<file path="src/rtl/pdp_pkg.sv">
// pdp_pkg
//   Shared encodings and defaults for the PDP control unit, its memory
//   responder, and the bench that drives them.
//   - PDP_DW / PDP_AW : default data and address widths
//   - WAIT_W          : width of the wait-state counter (supports 0..15)
//   - resp_state_t    : responder FSM states
//   - mem_op_t        : latched request type
package pdp_pkg;

    localparam int PDP_DW = 8;
    localparam int PDP_AW = 5;
    localparam int WAIT_W = 4;

    typedef enum logic [1:0] {
        ST_IDLE,
        ST_WAIT,
        ST_RESP
    } resp_state_t;

    typedef enum logic {
        OP_RD,
        OP_WR
    } mem_op_t;

endpackage

</file>
<file path="src/rtl/pdp_ram_sp.sv">
// pdp_ram_sp
//   Single-port word array with a synchronous write and a registered read.
//   The read register only updates when re_i is high, so it holds the last
//   read result between reads. Array contents are never reset.
//   Ports:
//     clk      rising-edge clock
//     rst_n    synchronous active-low reset (read register only)
//     we_i     write enable
//     re_i     read enable (loads the read register)
//     addr_i   word address
//     wdata_i  write data
//     rdata_o  registered read data
module pdp_ram_sp #(
    parameter int DW = 8,
    parameter int AW = 5
) (
    input  logic          clk,
    input  logic          rst_n,
    input  logic          we_i,
    input  logic          re_i,
    input  logic [AW-1:0] addr_i,
    input  logic [DW-1:0] wdata_i,
    output logic [DW-1:0] rdata_o
);

    logic [DW-1:0] mem_q [2**AW];
    logic [DW-1:0] rdata_q;

    always_ff @(posedge clk) begin
        if (we_i) mem_q[addr_i] <= wdata_i;
    end

    always_ff @(posedge clk) begin
        if (!rst_n)    rdata_q <= '0;
        else if (re_i) rdata_q <= mem_q[addr_i];
    end

    assign rdata_o = rdata_q;

endmodule

</file>
<file path="src/rtl/pdp_mem_responder.sv">
// pdp_mem_responder
//   Memory-side responder for the PDP control unit. Accepts one read or
//   write in IDLE, waits WAIT cycles, then commits the access on the edge
//   entering RESP and pulses ready for one cycle. A preload port writes the
//   array while the CPU side is idle.
//   Ports:
//     clk, rst_n              clock, synchronous active-low reset
//     mem_read, mem_write     request lines, held until ready
//     addr, wdata             request address / write data
//     rdata                   read data, held until the next read completes
//     ready                   one-cycle completion pulse
//     busy                    high whenever the FSM is not in IDLE
//     err                     both request lines high while IDLE
//     ld_en, ld_addr, ld_data preload write port
module pdp_mem_responder
    import pdp_pkg::*;
#(
    parameter int DW   = PDP_DW,
    parameter int AW   = PDP_AW,
    parameter int WAIT = 2
) (
    input  logic          clk,
    input  logic          rst_n,
    input  logic          mem_read,
    input  logic          mem_write,
    input  logic [AW-1:0] addr,
    input  logic [DW-1:0] wdata,
    output logic [DW-1:0] rdata,
    output logic          ready,
    output logic          busy,
    output logic          err,
    input  logic          ld_en,
    input  logic [AW-1:0] ld_addr,
    input  logic [DW-1:0] ld_data
);

    localparam logic [WAIT_W-1:0] WAIT_CNT = WAIT_W'(WAIT);

    resp_state_t       state_q;
    logic [WAIT_W-1:0] cnt_q;
    logic [AW-1:0]     lat_addr_q;
    logic [DW-1:0]     lat_wdata_q;
    mem_op_t           op_q;
    logic              ready_q;
    logic              busy_q;

    logic          idle, accept, go_resp;
    mem_op_t       cpu_op, fin_op;
    logic [AW-1:0] fin_addr, ram_addr;
    logic [DW-1:0] fin_wdata, ram_wdata;
    logic          ram_we, ram_re;

    assign idle   = (state_q == ST_IDLE);
    assign accept = idle && (mem_read ^ mem_write);
    assign cpu_op = mem_write ? OP_WR : OP_RD;

    // With WAIT=0 the commit happens on the accept edge itself, so the
    // access must come straight from the request inputs rather than the
    // latches, which are only loaded on that same edge.
    assign go_resp   = (accept && (WAIT == 0)) ||
                       ((state_q == ST_WAIT) && (cnt_q == WAIT_W'(1)));
    assign fin_op    = idle ? cpu_op : op_q;
    assign fin_addr  = idle ? addr   : lat_addr_q;
    assign fin_wdata = idle ? wdata  : lat_wdata_q;

    // CPU commit owns the RAM port; preload only when the CPU side is
    // completely quiet. Gating with rst_n drops a commit that coincides
    // with reset.
    assign ram_we    = rst_n && ((go_resp && (fin_op == OP_WR)) ||
                                 (idle && !mem_read && !mem_write && ld_en));
    assign ram_re    = rst_n && go_resp && (fin_op == OP_RD);
    assign ram_addr  = go_resp ? fin_addr  : ld_addr;
    assign ram_wdata = go_resp ? fin_wdata : ld_data;

    always_ff @(posedge clk) begin
        if (!rst_n) begin
            state_q     <= ST_IDLE;
            cnt_q       <= '0;
            lat_addr_q  <= '0;
            lat_wdata_q <= '0;
            op_q        <= OP_RD;
            ready_q     <= 1'b0;
            busy_q      <= 1'b0;
        end else begin
            ready_q <= go_resp;
            case (state_q)
                ST_IDLE: begin
                    if (accept) begin
                        lat_addr_q  <= addr;
                        lat_wdata_q <= wdata;
                        op_q        <= cpu_op;
                        cnt_q       <= WAIT_CNT;
                        busy_q      <= 1'b1;
                        state_q     <= (WAIT == 0) ? ST_RESP : ST_WAIT;
                    end
                end
                ST_WAIT: begin
                    if (cnt_q == WAIT_W'(1)) state_q <= ST_RESP;
                    else                     cnt_q   <= cnt_q - WAIT_W'(1);
                end
                ST_RESP: begin
                    state_q <= ST_IDLE;
                    busy_q  <= 1'b0;
                end
                default: begin
                    state_q <= ST_IDLE;
                    busy_q  <= 1'b0;
                end
            endcase
        end
    end

    pdp_ram_sp #(.DW(DW), .AW(AW)) u_ram (
        .clk     (clk),
        .rst_n   (rst_n),
        .we_i    (ram_we),
        .re_i    (ram_re),
        .addr_i  (ram_addr),
        .wdata_i (ram_wdata),
        .rdata_o (rdata)
    );

    assign ready = ready_q;
    assign busy  = busy_q;
    assign err   = rst_n && idle && mem_read && mem_write;

endmodule

</file>
<file path="config.mk">
export PLATFORM = sky130hd
export DESIGN_NAME = pdp_mem_responder
export DESIGN_NICKNAME = d
export VERILOG_FILES = /design/src/rtl/pdp_pkg.sv /design/src/rtl/pdp_ram_sp.sv /design/src/rtl/pdp_mem_responder.sv
export SDC_FILE = /design/constraint.sdc
export NUM_CORES = 1
export LEC_CHECK = 0
export BUFFER_PORTS_ARGS = -buffer_cell sky130_fd_sc_hd__buf_2
export CORE_ASPECT_RATIO = 2
export CORE_UTILIZATION = 35
export CTS_BUF_LIST = sky130_fd_sc_hd__clkbuf_8 sky130_fd_sc_hd__clkbuf_16
export CTS_CLUSTER_SIZE = 16
export DETAILED_ROUTE_END_ITERATION = 8
export SYNTH_ARGS = -nofsm -noshare
export SYNTH_HDL_FRONTEND = slang
export SYNTH_HIERARCHICAL = 1
export SYNTH_SLANG_ARGS = --single-unit
</file>
<file path="constraint.sdc">
create_clock -name clk -period 8.5 [get_ports clk]
set_input_delay 0.425 -clock clk [delete_from_list [all_inputs] [get_ports clk]]
set_output_delay 0.425 -clock clk [all_outputs]
set_load 0.01 [all_outputs]
</file>
Word level (Yosys, flattened, before mapping) --
Memory sizes are Yosys's and may differ from the RTL's. A register that Yosys moved wholly into a read port is not among the register bits. Index checks and enable logic that the tools add are counted.
Storage, ports and cells: output and inout port bits 11, RAM bits 256, memories 1, bits in read-only memories 0, register bits after elaboration 22, latch bits 0
Operators by class: multiply operators 0, divide/modulo/power cells 0, mux-type cells 16, reductions and logical operators 22, add/sub/neg operators 1, shifts and indexed selects 0, order comparisons 0, bitwise operators 3, eq/ne operators 5
Memory list:
- u_ram.mem_q | words 32, bits a word 8, rd ports 1, clocked after memory_dff 1, write ports 1, line pdp_ram_sp.sv:26 | logic [DW-1:0] mem_q [2**AW];
Operator list (number):
- 2-to-1 mux 8 bit | 2
- logical AND 1 bit | 12
- 2-to-1 mux 5 bit | 2
- 2-to-1 mux 4 bit | 2
- one-hot mux 4 bit (2 select lines) | 1
- AND reduction 2 bit | 3
- 2-to-1 mux 1 bit | 5
- equality test 4 x 1 -> 1 bit, second input constant | 1
- 2-to-1 mux 2 bit | 2
- inequality test 2 x 1 -> 1 bit, second input constant | 2
- one-hot mux 2 bit (2 select lines) | 1
- subtractor 4 x 1 -> 4 bit, second input constant | 1
- logical NOT 1 bit | 3
- AND reduction 3 bit | 1
- equality test 2 x 1 -> 1 bit, second input constant | 1
- logical NOT 2 bit | 1
- inequality test 2 bit, second input constant | 1
- inverter 1 bit | 2
- one-hot mux 1 bit (2 select lines) | 1
- nonzero test 2 bit | 1
- logical OR 1 bit | 1
- XOR 1 bit | 1

Longest topological paths before layout --
Gate-level depths: netlist of the first run.
depth after elaboration 8, depth in mapped cells 13, gate-level depth less buffers 9

Hierarchy --
Netlist of the first run, hierarchy kept.
Modules (own cells, without submodules):
- pdp_ram_sp | seq. area each 7847.5 um^2, cells each 504, times used 1, area each 10291.1 um^2
- pdp_mem_responder | seq. area each 440.4 um^2, cells each 132, times used 1, area each 1166.1 um^2

Least setup slack after synthesis of the first run --
No wires, ideal clock.
path type register to register, from register cnt_q[0], to memory u_ram.mem_q[30][0] (enable), period minus slack after synthesis 2.951 ns, setup time 0.370 ns, setup slack 5.549 ns, arrival time 2.581 ns, buffers on the path 4, required time 8.130 ns, cell stages (with the launch flop) 11, cell sequence dfxtp_1 -> ha_1 -> nand2b_1 -> or3_1 -> buf_6 -> mux2_2 -> buf_2 -> buf_2 -> buf_2 -> nand3_1 -> nor2_1
On the way: elaborated cells on any way between the ends 8
RTL lines:
- start, declared | line pdp_mem_responder.sv:40 | logic [WAIT_W-1:0] cnt_q;
- start signal, assigned | line pdp_mem_responder.sv:99 | else cnt_q <= cnt_q - WAIT_W'(1);
- equality test 4 x 1 -> 1 bit | line pdp_mem_responder.sv:61 | ((state_q == ST_WAIT) && (cnt_q == WAIT_W'(1)));
- logical AND 1 bit | line pdp_mem_responder.sv:61
- 2-to-1 mux 5 bit | line pdp_mem_responder.sv:72 | assign ram_addr = go_resp ? fin_addr : ld_addr;
- via ram_addr[1] | line pdp_mem_responder.sv:49 | logic [AW-1:0] fin_addr, ram_addr;
- end, declared | line pdp_ram_sp.sv:26
The timed path passes the listed nets, and every way through them passes these cells.

Worst setup path in the final report of the first run --
from register cnt_q[1], to memory u_ram.mem_q[18][0] (enable)
Same word-level chain as after synthesis.

==> metrics list, run 1 <==
- Synthesis inferred 286 register bits.
- The Yosys step of the flow raised 6 warnings.
* Synthesized netlist cell count: 636
- The initial utilization of the core area, before any placement, comes to 35.5%.
- Total routed wirelength: 27.4 mm
- Number of synthesized flops with an enable pin: 256
- Net count after synthesis: 669
- Average wire length per cell after detail routing: 24.6 um
* Slew at the pin with the worst max-slew slack: 1.11 ns
* Sequential fraction of the synthesis area: 72.3%
- STA classifies the critical path startpoint as a register.
* Met1 routing resource usage after global routing: 17.2%
- The filler cells instantiated in the layout total 2916.
- Met2 layer usage reported by global route: 31.5%
- The later pin in the worst-skew pair is clocked with a latency of 0.52 ns.
* Setup TNS: 0 ns
- After global routing the overflow that remains totals 0.
- From left edge to right edge, the die measures 130 um.
- Hold-critical path endpoint: lat_addr_q[0]
- Entering global routing, the biggest net connects 50 pins.
* Outcome: finished, final reports clean
* Worst path setup slack after routing: 4.15 ns
- Total area of sequential cells: 8290 um2
* Category of the critical setup timing path: register to register
- The number of antenna diodes in the final layout is 0.
- Counting cells, the worst reg-to-reg path comes to 9.
- RSZ-0062 raised after global routing: false
- For this run, design rule violations remaining after detail routing come to 0.
- Along the worst path, the maximum fanout reaches 49.
* Post-CTS Setup Bufs: 0
- For this run, the total global-route usage over all layers was measured as 16.6%.
- TritonCTS created 23 clock buffers.
- Count of final hold-check violations: 0
* Min-delay worst type: input port to register
* Multi-input gate area: 2930 um2
- Worst flop-to-flop path startpoint: cnt_q[1]
* Worst min-delay path startpoint: addr[0]
- Via count of the routed design: 6087
- For this run, the post-layout net count is 705.
- TritonCTS built the clock tree.
* Leakage dissipation: 0.00414 uW
- Across all register-to-register paths, the minimum setup slack is 4.15 ns.
- First-pass GRT wire length: 39.6 mm
* Number of violations of the max-capacitance limit: 0
- Pre-CTS setup slack: 4.16 ns
- Row Count: 93
* Crit path required time: 8.65 ns
- Max-slew violation count: 0
- Of the available clock period, the critical path in the final layout requires 51.1%.
- CTS built an H-tree with a depth of 1.
- First-iteration detailed-routing DRC count: 508
* Kind of end point of the critical path: register
- The region available for standard cell placement spans 32200 um2.
- The clock drives 286 sinks.
* Die Y-Extent: 258 um
- Reg2reg end: u_ram/mem_q[18][0]
- The congestion estimate from routability-driven global placement came to 0.841.
- Number of gates resized after CTS: 0
* Number of input and output port buffers inserted: 41
- The floorplan step defined a die boundary enclosing 33500 um2.
* Critical path arrival: 4.50 ns
- Once detail routing completed, the nets flagged for antenna violations numbered 0.
- Post-layout min period: 4.35 ns
- For this design the ratio of total power to cell area is 217 nW/um2.
- From synthesis to final layout, the design area changed by 10.9%.
* Number of top-level design ports: 42
* Maximum vdd ir drop: 0.000130 V
- Post-route clock skew: 0.0120 ns
- Cells with a size suffix above 1 make up 19.0% of the layout.
- Number of buffers inserted for hold repair after clock tree synthesis: 0
* Tightest slew margin relative to the limit: 25.6%
* Final HPWL DP: 18.5 mm
- Endpoints failing setup: 0
- Vias in the first global route: 6184
- The clock passes through at most 3 buffers.
- Averaged over all synthesized cells, the footprint is 18.0 um2.
- Clock-pin slew was measured on the worst setup and hold paths at 0.07 ns.
- Routing usage on met3: 1.43%
* Initial antenna violation count: 0
- The cell sitting at the root of the clock tree is a sky130_fd_sc_hd__clkbuf_16.
- After synthesis, the netlist uses 57 different library cells.
- Hold Path Cell Cnt: 3
- Vias/cell: 5.47
* Most used flip-flop cell after synthesis: sky130_fd_sc_hd__edfxtp_1
- Netlist Area Pre-Place: 11500 um2
- Counting flops with an async set or reset pin after synthesis yields a share of 0%.
- Highest-utilization routing layer at the global route stage: met2
- First-pass detailed-route iteration total: 4
- Max frequency: 0.230 GHz
layer usage:
metal  wire length, um  vias up
met3              1170       65
li1                  -     2654
met4              1650        0
met2             15300      202
met5                 0        -
met1              9290     3166
power breakdown:
group / switching, uW / internal (uW)
Combinational: 136 / 73.4
Clock: 465 / 527
Sequential: 8.53 / 1550
area by class of cell:
| cell class | count | share of cell area [%] |
|---|---|---|
| inverters | 11 | 0.325 |
| repair buffers | 45 | 1.85 |
| multi-input cells | 305 | 23.0 |
| clock buffers | 26 | 4.94 |
| well taps | 427 | 4.20 |
| clock inverters | 13 | 0.453 |
| flip-flops and latches | 286 | 65.2 |
per-stage QoR:
step | util (%) | total power (uW) | cell area, um2 | cells | hold WS, ns
after floorplan | - | 1730 | 11500 | 636 | 0.451
final | 39.4 | 2760 | 12700 | 1113 | 0.153
after global routing | 39.4 | 2840 | 12700 | 1113 | 0.170
after detailed placement | 37.3 | 1800 | 12000 | 1074 | 0.469
after global placement | 37.3 | 1800 | 12000 | 1074 | 0.466
after CTS | 39.4 | 2780 | 12700 | 1113 | 0.137
worst max path at each step:
stage / start / to / depth (start not counted)
6_report: cnt_q[1] / u_ram/mem_q[18][0] / 9
5_1_grt: cnt_q[1] / u_ram/mem_q[6][4] / 9
4_1_cts: cnt_q[1] / u_ram/mem_q[22][1] / 9
3_5_place_dp: cnt_q[1] / u_ram/mem_q[22][2] / 9
3_3_place_gp: cnt_q[1] / u_ram/mem_q[22][2] / 9
2_1_floorplan: cnt_q[0] / u_ram/mem_q[30][0] / 10
synth_stat cells (2+ instances only):
cell                       instances  area share (%)
sky130_fd_sc_hd__inv_1            11            0.36
sky130_fd_sc_hd__a21o_1            2            0.13
sky130_fd_sc_hd__nand3_1          23             1.0
sky130_fd_sc_hd__a221oi_1          3            0.23
sky130_fd_sc_hd__a31oi_1           7            0.38
sky130_fd_sc_hd__o41ai_1           2            0.15
sky130_fd_sc_hd__and3b_1           2            0.15
sky130_fd_sc_hd__a22o_1            6            0.46
sky130_fd_sc_hd__dfxtp_1          30             5.2
sky130_fd_sc_hd__nand3b_1          2            0.13
sky130_fd_sc_hd__o21ai_0          27             1.2
sky130_fd_sc_hd__or2_2             2            0.11
sky130_fd_sc_hd__a22oi_1           9            0.59
sky130_fd_sc_hd__mux4_2           34             6.7
sky130_fd_sc_hd__a21oi_1          25             1.1
sky130_fd_sc_hd__or3_1             2            0.11
sky130_fd_sc_hd__nand2_1           9            0.29
sky130_fd_sc_hd__edfxtp_1        256              67
sky130_fd_sc_hd__a211oi_1          2            0.13
sky130_fd_sc_hd__o22ai_1           7            0.38
sky130_fd_sc_hd__clkbuf_1         12            0.39
sky130_fd_sc_hd__or3b_2            2            0.15
sky130_fd_sc_hd__ha_1              2            0.22
sky130_fd_sc_hd__mux2_4            7            0.92
sky130_fd_sc_hd__buf_6             6            0.59
sky130_fd_sc_hd__buf_2            14            0.61
sky130_fd_sc_hd__nor3b_1           2            0.13
sky130_fd_sc_hd__nor2_1           42             1.4
sky130_fd_sc_hd__nor2b_1           4            0.22
sky130_fd_sc_hd__mux4_1           17             3.9
sky130_fd_sc_hd__mux2i_1          26             2.3
sky130_fd_sc_hd__mux2_2            6            0.59
sky130_fd_sc_hd__nor3_1            4            0.17
sky130_fd_sc_hd__nand4b_1          3            0.23
sky130_fd_sc_hd__and3_1            2            0.11
sky130_fd_sc_hd__o221ai_1          5            0.38
critical path, stage by stage (launching register included):
cell and delay (ns):
sky130_fd_sc_hd__dfxtp_1 0.34, sky130_fd_sc_hd__inv_1 0.09, sky130_fd_sc_hd__ha_1 0.18, sky130_fd_sc_hd__nand2b_1 0.11, sky130_fd_sc_hd__or3_1 0.35, sky130_fd_sc_hd__buf_4 0.22
sky130_fd_sc_hd__mux2_4 0.51, sky130_fd_sc_hd__buf_4 0.70, sky130_fd_sc_hd__nand3_1 0.67, sky130_fd_sc_hd__nor2_1 0.77
cells by family after synthesis:
kind of cell / Yosys count / synth area share (%)
AO/OA/AOI/OAI: 102 / 5.72
XOR/XNOR: 2 / 0.153
adder cells (fa/ha/maj): 2 / 0.218
buffers and inverters: 45 / 2.20
flip-flops: 286 / 72.3
multiplexers: 90 / 14.4
AND/OR/NAND/NOR: 109 / 5.01
placed cells by master (no fill, tap or decap), drive strengths merged, types with 9 or more instances in the layout:
cell / instances
edfxtp: 256
mux4: 51
buf: 45
nor2: 42
dfxtp: 30
o21ai: 28
mux2i: 26
clkbuf: 26
a21oi: 25
nand3: 23
inv: 18
mux2: 13
nand2: 9
a22oi: 9
flip-flops by register name, summed over array words and instances (netlist names):
name / count
busy: 1
u_ram/mem_q: 256
op_q: 1
state_q: 2
ready: 1
lat_wdata_q: 8
cnt_q: 4
lat_addr_q: 5
u_ram/rdata_o: 8
Note: power is estimated with default switching activity, not from simulation.
==> run 2, diff against run 1 <==
==> constraint.sdc (replaced) <==
create_clock -name clk -period 4 [get_ports clk]
set_input_delay 0.2 -clock clk [delete_from_list [all_inputs] [get_ports clk]]
set_output_delay 0.2 -clock clk [all_outputs]
set_load 0.01 [all_outputs]
==> run 2 against run 1 <==
Total power is 110% higher; critical path depth did not move; clock power rose by 110%; critical endpoint is now u_ram/rdata_o[7]; sequential power is 110% higher; setup slack worse by 3.7 ns; clock skew rose by 0.0064 ns; wire length grew 3.4%; design area grew 3.9%; register-to-register slack got worse by 3.7 ns; highest routed layer unchanged; worst hold slack got worse by 0.072 ns.
==> metrics list, run 2 (same netlist as run 1, synthesis figures left out) <==
* First-pass GRT wire length: 41.6 mm
- The signal on the critical path passes through inv_1, ha_1, nand2b_1, or3_1, mux2_4, buf_4, mux4_1, a221oi_1, a31oi_1.
- Data on the critical path arrives at its endpoint at 3.96 ns.
- For the pin with the worst max-slew slack, the measured transition is 1.13 ns.
* Final layout net count: 764
- Summing all placed instances gives a cell area of 12400 um2.
* Clock tree buffer depth: 3
- The library cells used most frequently in the layout, excluding fill and tap cells, are sky130_fd_sc_hd__edfxtp_1, sky130_fd_sc_hd__buf_4, sky130_fd_sc_hd__nor2_1.
* Stage delay of the slowest cell on the critical path: 0.62 ns
* Post-route clock skew: 0.0183 ns
- Setup violations remaining at the end of the flow were counted as 0.
- In the post-route analysis, the smallest setup slack over all paths is 0.431 ns.
- Across the VDD grid, the largest voltage drop is 0.000269 V.
* Number of input and output port buffers inserted: 41
* Kind of end point of the critical path: register
- At the end of routability-driven placement, the weighted congestion stood at 0.873.
- Clk Latency, worst-skew pair: 0.53 ns
- The analysis attributes to net switching a power of 1310 uW.
- The initial antenna violation count came to 0.
- Outcome: finished, final reports clean
* Power share of the clock group: 36.1%
- Derived from the worst setup path, the maximum achievable clock frequency is 0.280 GHz.
- The finished cells cover 13200 um2.
- 0 antenna diodes ended up in the layout.
* Proportion of total power due to net switching: 22.1%
- Of the available clock period, the critical path in the final layout requires 89.2%.
- Die Y-Extent: 258 um
* Layout fillers: 2886
* Largest net degree at the start of global routing: 33
- Vias in the first global route: 6587
* Fraction of layout instances using a drive strength above 1: 23.3%
- 42 I/O pins were placed.
- Post-CTS Setup Bufs: 0
* Max-slew violation count: 0
- RSZ-0062 raised after global routing: false
- Level count of the clock H-tree: 1
* Via count of the routed design: 6293
- The share of total power dissipated in sequential elements is 56.0%.
* Number of CTS-inserted buffers: 22
- The worst hold path belongs to the class input port to register.
- In the final routed layout, each cell accounts on average for 24.2 um.
- The core region is 32200 um2.
- Initial Utilization: 35.5%
* TritonCTS clock tree: yes
- The number of buffers and inverters on the critical path is 2.
- Category of the critical setup timing path: register to register
* Logic gate share of total power: 7.9%
- u_ram/mem_q holds more flip-flops than any other register.
- Die extent in x: 130 um
- Count of final hold-check violations: 0
- Vias/cell: 5.36
* Clock transition at the registers of the reported paths: 0.07 ns
* Die Outline Area: 33500 um2
- Max reg flops: 256
* Family of cells with the greatest summed delay on the critical path: multiplexers
- Crit path required time: 4.39 ns
* Crit path max fanout: 31
- The initialized floorplan defines 93 standard-cell rows.
- After detailed routing, the number of remaining DRC violations is 0.
- First-pass detailed-route iteration total: 5
* Pre-CTS setup slack: 0.430 ns
* Antenna-violating nets left: 0
- Nature of the critical path startpoint: register
* First-iteration detailed-routing DRC count: 586
- The library cell used most frequently in the layout, excluding fill and tap cells, is sky130_fd_sc_hd__edfxtp_1.
* Clock sinks: 286
- In the final timing run, aggregate negative setup slack is 0 ns.
- Total routed wirelength: 28.3 mm
* Total Routing Usage GR: 17.4%
- Final core area utilization: 41.0%
- P_int: 4600 uW
- Cell at the slowest stage of the critical path: sky130_fd_sc_hd__mux2_4
- In this run the tightest slew margin relative to its limit is 24.2%.
- The root buffer cell chosen for the clock tree is sky130_fd_sc_hd__clkbuf_16.
- Grt ovf: 0
- Post-layout min period: 3.57 ns
- Max-cap violations in this run came to 0.
- In this run the static leakage power is 0.00446 uW.
- Power density cells: 447 nW/um2
* Final HPWL DP: 19.5 mm
- Area added between synthesis and finish: 15.3%
==> run 2: changes by cell type in the layout (fill, tap and decap cells not counted), moves of 2 or more <==
cell                            change
sky130_fd_sc_hd__clkinv_2           -2
sky130_fd_sc_hd__inv_1              +4
sky130_fd_sc_hd__clkinv_1           -2
sky130_fd_sc_hd__buf_4             +45
sky130_fd_sc_hd__dlygate4sd3_1     +14
==> run 2: power by group through the flow <==
stage               logic, uW  clock network, uW  registers (uW)
floorplan                 301                  0            3370
global placement          455                  0            3370
detailed placement        460                  0            3380
CTS                       472               2180            3310
global route              499               2270            3310
finish                    467               2130            3310
==> run 2: timing repair <==
action	in CTS	in global routing
gates resized for setup	0	0
hold buffers	14	0
endpoints found under the hold margin	14	0
==> run 2: final timing paths <==
kind | from | slack, ns | depth (start not counted) | to
setup / recovery | cnt_q[1] | 0.43 | 9 | u_ram/rdata_o[7]
hold / removal | rst_n | 0.08 | 3 | u_ram/rdata_o[5]
setup reg to reg | cnt_q[1] | 0.43 | 9 | u_ram/rdata_o[7]
hold reg to reg | lat_wdata_q[3] | 0.48 | 2 | lat_wdata_q[3]
==> run 2: worst register-to-register path, delay by kind of cell, from the launching register on <==
family	cells	cell delay, ns
and+or+nand+nor	2	0.66
adders and majority gates	1	0.17
DFF	1	0.34
buffers and inverters	2	0.54
muxes	2	1.22
AOI/OAI and AO/OA	2	0.51
==> run 2: layout make-up <==
class	count	area, um2	share of cell area, %
multi-input cells	305	2930	22.2
flip-flops and latches	286	8290	62.8
clock buffers	25	603	4.57
inverters	11	41.3	0.313
repair buffers	105	733	5.55
well taps	427	534	4.05
clock inverters	14	81.3	0.616
==> run 2: metrics by stage <==
step / total power (uW) / hold WS [ns] / cells
3_5_place_dp: 3840 / 0.468 / 1120
5_1_grt: 6080 / 0.0814 / 1173
2_1_floorplan: 3670 / 0.322 / 636
3_3_place_gp: 3830 / 0.457 / 1120
4_1_cts: 5960 / 0.0530 / 1173
6_report: 5910 / 0.0805 / 1173
==> run 2: metal layers <==
metal	global-route usage [%]	share of wire, %	up-vias
li1	-	-	2770
met1	17.6	34	3214
met2	32.7	55	223
met3	1.66	3.8	86
met4	11.6	7.0	0
met5	0	0	-
==> run 3, diff against run 2 <==
==> constraint.sdc (replaced) <==
create_clock -name clk -period 4 [get_ports clk]
set_input_delay 0.8 -clock clk [delete_from_list [all_inputs] [get_ports clk]]
set_output_delay 0.8 -clock clk [all_outputs]
set_load 0.01 [all_outputs]
==> run 3 against run 2 <==
Cell count shrank 0.51%; critical path depth decreased by 1; first-iteration DRC count rose by 6.1%; die area is the same; global-route usage up 0.13 points; register-to-register slack lost 0.12 ns; worst hold slack gained 0.39 ns; clock skew fell by 0.0033 ns; fmax decreased by 3.2%; flip-flop and latch count unchanged; design area about the same; combinational power about the same.
==> metrics list, run 3 (same netlist as run 1, synthesis figures left out) <==
- In the final design database the tool counted 757 nets.
* Clock tree buffer depth: 3
- P_int: 4790 uW
* Max frequency: 0.271 GHz
- Detailed placement finished with a half-perimeter wire length of 19.7 mm.
* Number of gates resized after CTS: 0
- The via count of the first global-routing pass was 6505.
- Die Outline Area: 33500 um2
* Clk Latency, worst-skew pair: 0.54 ns
* TritonCTS clock tree: yes
- For the worst setup path, the data arrival time is 4.07 ns.
- Post-layout min period: 3.69 ns
- In the layout the commonest cells are sky130_fd_sc_hd__edfxtp_1, sky130_fd_sc_hd__buf_4, sky130_fd_sc_hd__nor2_1.
* Placed cell count: 1125
- Initial antenna violation count: 0
* Die Y-Extent: 258 um
- Leakage dissipation: 0.00444 uW
- Residual DRC: 0
- First-pass detailed-route iteration total: 5
- Max reg flops: 256
* Count of final hold-check violations: 0
- Entering global routing, the biggest net connects 33 pins.
* Pre-CTS setup slack: 0.200 ns
- Layout fillers: 2903
- For this run the aggregate overflow at the end of global routing stands at 0.
* Via count of the routed design: 6301
- Setup violations remaining at the end of the flow were counted as 0.
- Relative to the synthesized area, the layout overhead comes to 15.3%.
* Category of the critical setup timing path: register to register
- In this run the worst path has a maximum fanout of 20.
- Worst R2R Setup Slack: 0.31 ns
- Number of input and output port buffers inserted: 41
- First-pass GRT wire length: 41.7 mm
- Setup TNS: 0 ns
- In this run the horizontal extent of the chip is 130 um.
- Top reg by flops: u_ram/mem_q
* Number of top-level design ports: 42
- In the final layout, the multi-input gates occupy 2930 um2.
- Min-delay worst type: register to register
- Tightest slew margin relative to the limit: 21.6%
- Number of violations of the max-capacitance limit: 0
* Total routed wirelength: 28.6 mm
- Fraction of the cycle the final worst path needs: 92.1%
- Initial Utilization: 35.5%
* Nature of the critical path startpoint: register
- Post-route clock skew: 0.0151 ns
- Non-filler cells, final: 1167
* Net switching power figure: 1340 uW
* Proportion of total power due to net switching: 21.9%
- The repair_antennas step left the layout with diodes totalling 0.
* Core outline area: 32200 um2
- Clock sinks: 286
* Worst path setup slack after routing: 0.314 ns
- Weighted congestion at the end of routability-driven global placement: 0.905
* Min Hold Slack: 0.475 ns
- Level count of the clock H-tree: 1
- The worst-case IR drop observed on VDD is 0.000282 V.
- RSZ-0062 raised after global routing: false
- The total count of max-transition violations in the final report is 0.
* Clock transition at the registers of the reported paths: 0.07 ns
- Antenna-violating nets left: 0
- The initialized floorplan defines 93 standard-cell rows.
* Overall power: 6130 uW
- Number of buffers inserted for hold repair after clock tree synthesis: 0
- Per report_power, the clock group accounts for 38.4% of the total.
- The run finished with clean final reports.
* Fraction of layout instances using a drive strength above 1: 25.1%
- Total Routing Usage GR: 17.5%
* First-iteration detailed-routing DRC count: 622
- Combinational cells account for 7.6% of the total power.
* Average wire length per cell after detail routing: 24.5 um
* Clk root buf: sky130_fd_sc_hd__clkbuf_16
- Sequential Power Share: 54.0%
* Post-CTS Setup Bufs: 0
- TritonCTS created 24 clock buffers.
* Power density cells: 464 nW/um2
- Dividing the detail-routed via count by the number of cells gives 5.40.
- Slew at the pin with the worst max-slew slack: 1.17 ns
- Kind of end point of the critical path: register
* Crit path required time: 4.38 ns
- Most common cell after layout, fill and taps aside: sky130_fd_sc_hd__edfxtp_1
- Summing all flip-flop and latch instances after layout gives 8290 um2.
## run 3: changes by cell type in the layout (fill, tap and decap cells not counted), sizes merged
cell,previous run,this run
inv,22,15
clkinv,1,8
dlygate4sd3,14,0
bufinv,1,3
clkinvlp,1,2
buf,91,96
## run 3: cell type report
type | instances | area share (%)
Inverter | 11 | 0.313
Clock buffer | 25 | 4.74
Clock inverter | 17 | 1.21
Multi-Input combinational cell | 305 | 22.2
Sequential cell | 286 | 62.7
Timing Repair Buffer | 96 | 4.77
Tap cell | 427 | 4.04
## run 3: through the flow
step | utilization [%] | instance area, um2
global placement | 38.5 | 12400
global route | 41.0 | 13200
CTS | 41.0 | 13200
floorplan | - | 11500
detailed placement | 38.5 | 12400
finish | 41.0 | 13200
## run 3: power by group through the flow
stage | clock (uW) | combinational, uW | sequential [uW]
after global placement | 0 | 467 | 3370
after global routing | 2500 | 500 | 3310
final | 2350 | 468 | 3310
after CTS | 2410 | 473 | 3310
after floorplan | 0 | 301 | 3370
after detailed placement | 0 | 471 | 3380
## run 3: path summary, 6_finish.rpt
check | startpoint | endpoint | depth (start not counted)
max reg2reg | cnt_q[0] | u_ram/rdata_o[3] | 8
min | lat_addr_q[4] | lat_addr_q[4] | 2
min reg2reg | lat_addr_q[4] | lat_addr_q[4] | 2
max | cnt_q[0] | u_ram/rdata_o[3] | 8
## run 3: per-layer routing
metal  part of all wire (%)  routed length, um  GRT usage, %
met1                     33               9500          17.2
met2                     58              16500          34.3
met3                    4.0               1130          2.05
met4                    5.3               1520          9.37
met5                      0                  0             0
## run 3: worst max-delay path, stage by stage, from the launching register on
cell and delay [ns]:
sky130_fd_sc_hd__dfxtp_1 0.39, sky130_fd_sc_hd__ha_1 0.20, sky130_fd_sc_hd__nand2b_1 0.12, sky130_fd_sc_hd__or3_1 0.56
sky130_fd_sc_hd__mux2_4 0.55, sky130_fd_sc_hd__mux4_1 0.65, sky130_fd_sc_hd__a22o_1 0.29, sky130_fd_sc_hd__nor4_2 0.55
sky130_fd_sc_hd__a31oi_1 0.18
